===== config.mk =====
export PLATFORM = sky130hd
export DESIGN_NAME = operand_loader
export DESIGN_NICKNAME = d
export VERILOG_FILES = /design/src/rtl/operand_loader.sv
export SDC_FILE = /design/constraint.sdc
export NUM_CORES = 1
export LEC_CHECK = 0
export CAP_MARGIN = 20
export CORE_AREA = 2 2 103 105
export CTS_CLUSTER_SIZE = 28
export DETAILED_ROUTE_END_ITERATION = 7
export DIE_AREA = 0 0 105 107
export PLACE_DENSITY = 0.79
export SKIP_LAST_GASP = 1
export SLEW_MARGIN = 20
export SYNTH_ARGS = -nofsm -noshare
export SYNTH_HDL_FRONTEND = slang
export SYNTH_SLANG_ARGS = --single-unit

===== constraint.sdc =====
create_clock -name clk -period 6.5 [get_ports clk]
set_input_delay 1.3 -clock clk [delete_from_list [all_inputs] [get_ports clk]]
set_output_delay 1.3 -clock clk [all_outputs]
set_load 0.005 [all_outputs]

===== src/rtl/operand_loader.sv =====
// Debounces the set/clear push-buttons and assembles two 32-bit operands
// byte by byte from the switch bank, flagging when all eight slots are loaded.
module operand_loader #(
  parameter int DEBOUNCE_CYCLES = 250000
) (
  input  logic        clk,
  input  logic        rst_n,
  input  logic [7:0]  inp,
  input  logic        set_btn,
  input  logic        clear_btn,
  output logic [31:0] num_a,
  output logic [31:0] num_b,
  output logic [2:0]  byte_idx,
  output logic        load_pulse,
  output logic        operands_valid,
  output logic        set_db
);

  localparam int CW = $clog2(DEBOUNCE_CYCLES);
  localparam logic [CW-1:0] CNT_MAX = CW'(DEBOUNCE_CYCLES - 1);
  localparam int unsigned SET = 0;
  localparam int unsigned CLR = 1;

  typedef enum logic [1:0] {
    IDLE,
    PRESS_WAIT,
    HELD,
    RELEASE_WAIT
  } state_t;

  logic [1:0]    raw;
  logic [1:0]    sync1;
  logic [1:0]    sync2;
  state_t        state     [2];
  state_t        state_nxt [2];
  logic [CW-1:0] cnt       [2];
  logic [CW-1:0] cnt_nxt   [2];
  logic [1:0]    press;

  assign raw = {clear_btn, set_btn};

  always_ff @(posedge clk or negedge rst_n) begin
    if (!rst_n) begin
      sync1 <= '0;
      sync2 <= '0;
    end else begin
      sync1 <= raw;
      sync2 <= sync1;
    end
  end

  always_ff @(posedge clk or negedge rst_n) begin
    if (!rst_n) begin
      for (int unsigned i = 0; i < 2; i++) begin
        state[i] <= IDLE;
        cnt[i]   <= '0;
      end
    end else begin
      for (int unsigned i = 0; i < 2; i++) begin
        state[i] <= state_nxt[i];
        cnt[i]   <= cnt_nxt[i];
      end
    end
  end

  // Both buttons share the same debounce FSM; the press strobe is asserted
  // combinationally in the cycle whose edge moves PRESS_WAIT into HELD.
  always_comb begin
    for (int unsigned i = 0; i < 2; i++) begin
      state_nxt[i] = state[i];
      cnt_nxt[i]   = cnt[i];
      press[i]     = 1'b0;
      case (state[i])
        IDLE: begin
          if (sync2[i]) begin
            state_nxt[i] = PRESS_WAIT;
            cnt_nxt[i]   = '0;
          end
        end
        PRESS_WAIT: begin
          if (!sync2[i]) begin
            state_nxt[i] = IDLE;
          end else if (cnt[i] == CNT_MAX) begin
            state_nxt[i] = HELD;
            press[i]     = 1'b1;
          end else begin
            cnt_nxt[i] = cnt[i] + 1'b1;
          end
        end
        HELD: begin
          if (!sync2[i]) begin
            state_nxt[i] = RELEASE_WAIT;
            cnt_nxt[i]   = '0;
          end
        end
        RELEASE_WAIT: begin
          if (sync2[i]) begin
            state_nxt[i] = HELD;
          end else if (cnt[i] == CNT_MAX) begin
            state_nxt[i] = IDLE;
          end else begin
            cnt_nxt[i] = cnt[i] + 1'b1;
          end
        end
        default: state_nxt[i] = IDLE;
      endcase
    end
  end

  assign set_db = (state[SET] == HELD) || (state[SET] == RELEASE_WAIT);

  // Clear outranks a coincident set press: nothing is written that edge.
  always_ff @(posedge clk or negedge rst_n) begin
    if (!rst_n) begin
      num_a          <= '0;
      num_b          <= '0;
      byte_idx       <= '0;
      load_pulse     <= 1'b0;
      operands_valid <= 1'b0;
    end else if (press[CLR]) begin
      num_a          <= '0;
      num_b          <= '0;
      byte_idx       <= '0;
      load_pulse     <= 1'b0;
      operands_valid <= 1'b0;
    end else if (press[SET]) begin
      case (byte_idx)
        3'd0: num_a[7:0]   <= inp;
        3'd1: num_a[15:8]  <= inp;
        3'd2: num_a[23:16] <= inp;
        3'd3: num_a[31:24] <= inp;
        3'd4: num_b[7:0]   <= inp;
        3'd5: num_b[15:8]  <= inp;
        3'd6: num_b[23:16] <= inp;
        3'd7: num_b[31:24] <= inp;
        default: ;
      endcase
      byte_idx   <= byte_idx + 3'd1;
      load_pulse <= 1'b1;
      if (byte_idx == 3'd7) begin
        operands_valid <= 1'b1;
      end else if (byte_idx == 3'd0) begin
        operands_valid <= 1'b0;
      end
    end else begin
      load_pulse <= 1'b0;
    end
  end

endmodule


==> impl_results.md <==
- Crit path DAT: 1630 ps
- R2R Setup Slk: 3840 ps
- Post-layout net count: 704
- Yosys top cell area share: 48.9%
- # Max-Cap Violations: 0
- CTS Hold Bufs: 0
- 1st-iter DRT viols: 464
- IO Pins: 82
- Register area share after synthesis: 48.9%
- Post-Synth Adder-Cell Area: 1.73%
- Count leader, synth: dfrtp_1
- Clock tree buffer depth: 2
- Later-pin clock latency in the skew report: 520 ps
- Number of CTS-inserted buffers: 17
- Max stage delay on crit path: 580 ps
- Total track usage: 28.5%
- Static leakage: 2.52 nW
- Setup violators final: 0
- # fillers: 753
- Global-route wire length before repair: 25.6 mm
- DRT Pass-1 Iters: 5
- Post-route ant nets: 0
- Hold Path Class: reg -> reg
- GP Congestion: 0.896
- Ys flop type: dfrtp_1
- Synth Area in XOR/XNOR: 0.909%
- Area of the multi-input gates: 0.00271 mm^2
- FF-to-FF path depth: 4
- Pwr dens: 243 mW/mm^2
- Remaining DRCs: 0
- Compound-Gate Fraction of Synth Area: 19.5%
- Worst Hold Launch: sync1[1]
- Hold_ws: 356 ps
- H-tree Lvls: 4
- Worst Hold Depth: 0
- Final setup TNS: 0 ps
- Status: finished, final reports clean
- Via Count: 5426
- Startpoint types: flip-flop
- Slew Limit Headroom: 31.2%
- Die Span X: 105 um
- Top delay family on crit path: buffers and inverters
- Peak VDD IR: 147 uV
- Mux cell area share after synthesis: 1.60%
- DP Wirelength: 10.2 mm
- Synth cell count leaders: 113 x dfrtp_1, 85 x o21ai_0, 80 x a21oi_1, 68 x nand3_1, 42 x clkbuf_1
- Die H: 107 um
- Worst EP required: 5200 ps
- CP Buf/Inv Count: 1
- CP max FO: 8
- Synth Area per Inst: 9.08 um^2
- RSZ-0062 raised after global routing: false
- Number of vias per cell: 6.52
- PortBufs: 81
- Largest cells by area after synthesis: dfrtp_1 49%, o21ai_0 7.4%, a21oi_1 6.9%
- Core ar.: 0.0101 mm^2
- Endpoints failing hold: 0
- Post-synth EDFFs: 0
- Layout cells sized above 1: 7.90%
- Max Freq: 0.341 GHz
- CP endpoint kind: primary output
- # diodes: 0
- Root Buffer: clkbuf_8
- Synth Register Bits: 113
- Gr ovfl total: 0
- Clk sinks: 113
- Placed cell area: 0.00659 mm^2
- Crit path time final: 2930 ps
- Post_cts resized: 0
- Path type of the worst setup path: reg -> out
- Unique masters post-synth: 56
- Worst-case clock skew: 6.67 ps
- Slowest stage cell on the critical path: clkdlybuf4s50_1
- Hold worst-path end: sync2[1]
- RR Startpoint: cnt[28]
- Least-Margin Pin Slew: 1030 ps
- Die area: 0.0112 mm^2
- Setup bufs post-CTS: 0
- Asr flop ratio synth: 100%
- Initial antenna violation count: 0
- Synth Area in Simple Gates: 22.7%
- Sequential cell area: 0.00283 mm^2
- CTS tree: yes
- Post-Syn Nets: 657
- Synth Cell Area: 0.00578 mm^2
- Critical-path cell list: clkdlybuf4s50_1
- Reg-to-reg endpoint: byte_idx[2]
- Row Count: 37
- Slew Limit Fails: 0
- Total power: 1.75 mW
- Drt total wl: 15.5 mm
- Wire per inst: 18.7 um
- Starting Density: 57.3%
- Vias in the first global route: 5103
- Largest net degree at the start of global routing: 71
- Clk slew on worst S/H paths: 60 ps
- Synth area leader: dfrtp_1
- Fin area: 0.00720 mm^2
- YS warnings: 0
- Largest family of logic cells by synthesized area: simple AND/OR/NAND/NOR gates
- Post-Synthesis Cells: 637
- Area growth from synthesis to layout: 24.5%
- Final worst-path cycle share: 45.1%
layout make-up:
type | instances | share of cell area [%]
clock buffers | 21 | 6.37
clock inverters | 10 | 2.19
well taps | 136 | 2.36
inverters | 8 | 0.417
repair buffers | 87 | 11.8
flip-flops and latches | 113 | 39.3
multi-input cells | 457 | 37.6
through the flow:
stage	cells	util [%]	setup WS (ps)
after global routing	832	71.4	3520
after floorplan	637	-	4420
final	832	71.4	3570
after global placement	801	65.3	3860
after CTS	832	71.4	3570
after detailed placement	801	65.3	3820
cells by family after synthesis:
kind of cell | after synthesis
adder cells (fa/ha/maj) | 8
flip-flops | 113
buffers and inverters | 67
XOR/XNOR | 6
AND/OR/NAND/NOR | 232
AO/OA/AOI/OAI | 202
multiplexers | 9
report_power, final:
group,switching [mW],leakage [nW],total [mW],internal (mW)
clock,0.318,0.296,0.966,0.648
combinational,0.0380,1.00,0.0554,0.0174
sequential,0.0173,1.23,0.731,0.713
total,0.373,2.52,1.75,1.38
registers in the layout, indices dropped and copies added, names as in the netlist, named ones only:
register / count
cnt: 36
num_a: 32
num_b: 32
byte_idx: 3
state: 2
sync1: 2
sync2: 2
load_pulse: 1
operands_valid: 1
cell usage in the layout (no fill, tap or decap), types with 8 or more instances in the layout:
cell type / n
inv_1: 8
nand3_1: 68
ha_1: 8
nor2_1: 24
nor4_1: 8
dfrtp_1: 113
clkdlybuf4s50_1: 80
nand4_1: 34
a21oi_1: 80
clkbuf_16: 16
nand2_1: 36
o21ai_0: 85
metal layers:
layer / vias up / GRT usage, % / part of all wire, %
met1: 2654 / 36.5 / 40
li1: 2466 / - / -
met4: 0 / 11.7 / 2.6
met5: - / 0 / 0
met2: 267 / 46.6 / 50
met3: 39 / 7.17 / 7.5
how the worst max path moves through the flow:
stage | start | to | slack [ps] | cells after the start
2_1_floorplan | cnt[28] | num_a[5] | 4420 | 7
3_3_place_gp | rst_n | cnt[2] | 3860 | 2
3_5_place_dp | rst_n | cnt[2] | 3820 | 2
4_1_cts | flip-flop | set_db | 3570 | 1
5_1_grt | flip-flop | set_db | 3520 | 1
6_report | flip-flop | set_db | 3570 | 1
Note: power is estimated with default switching activity, not from simulation.
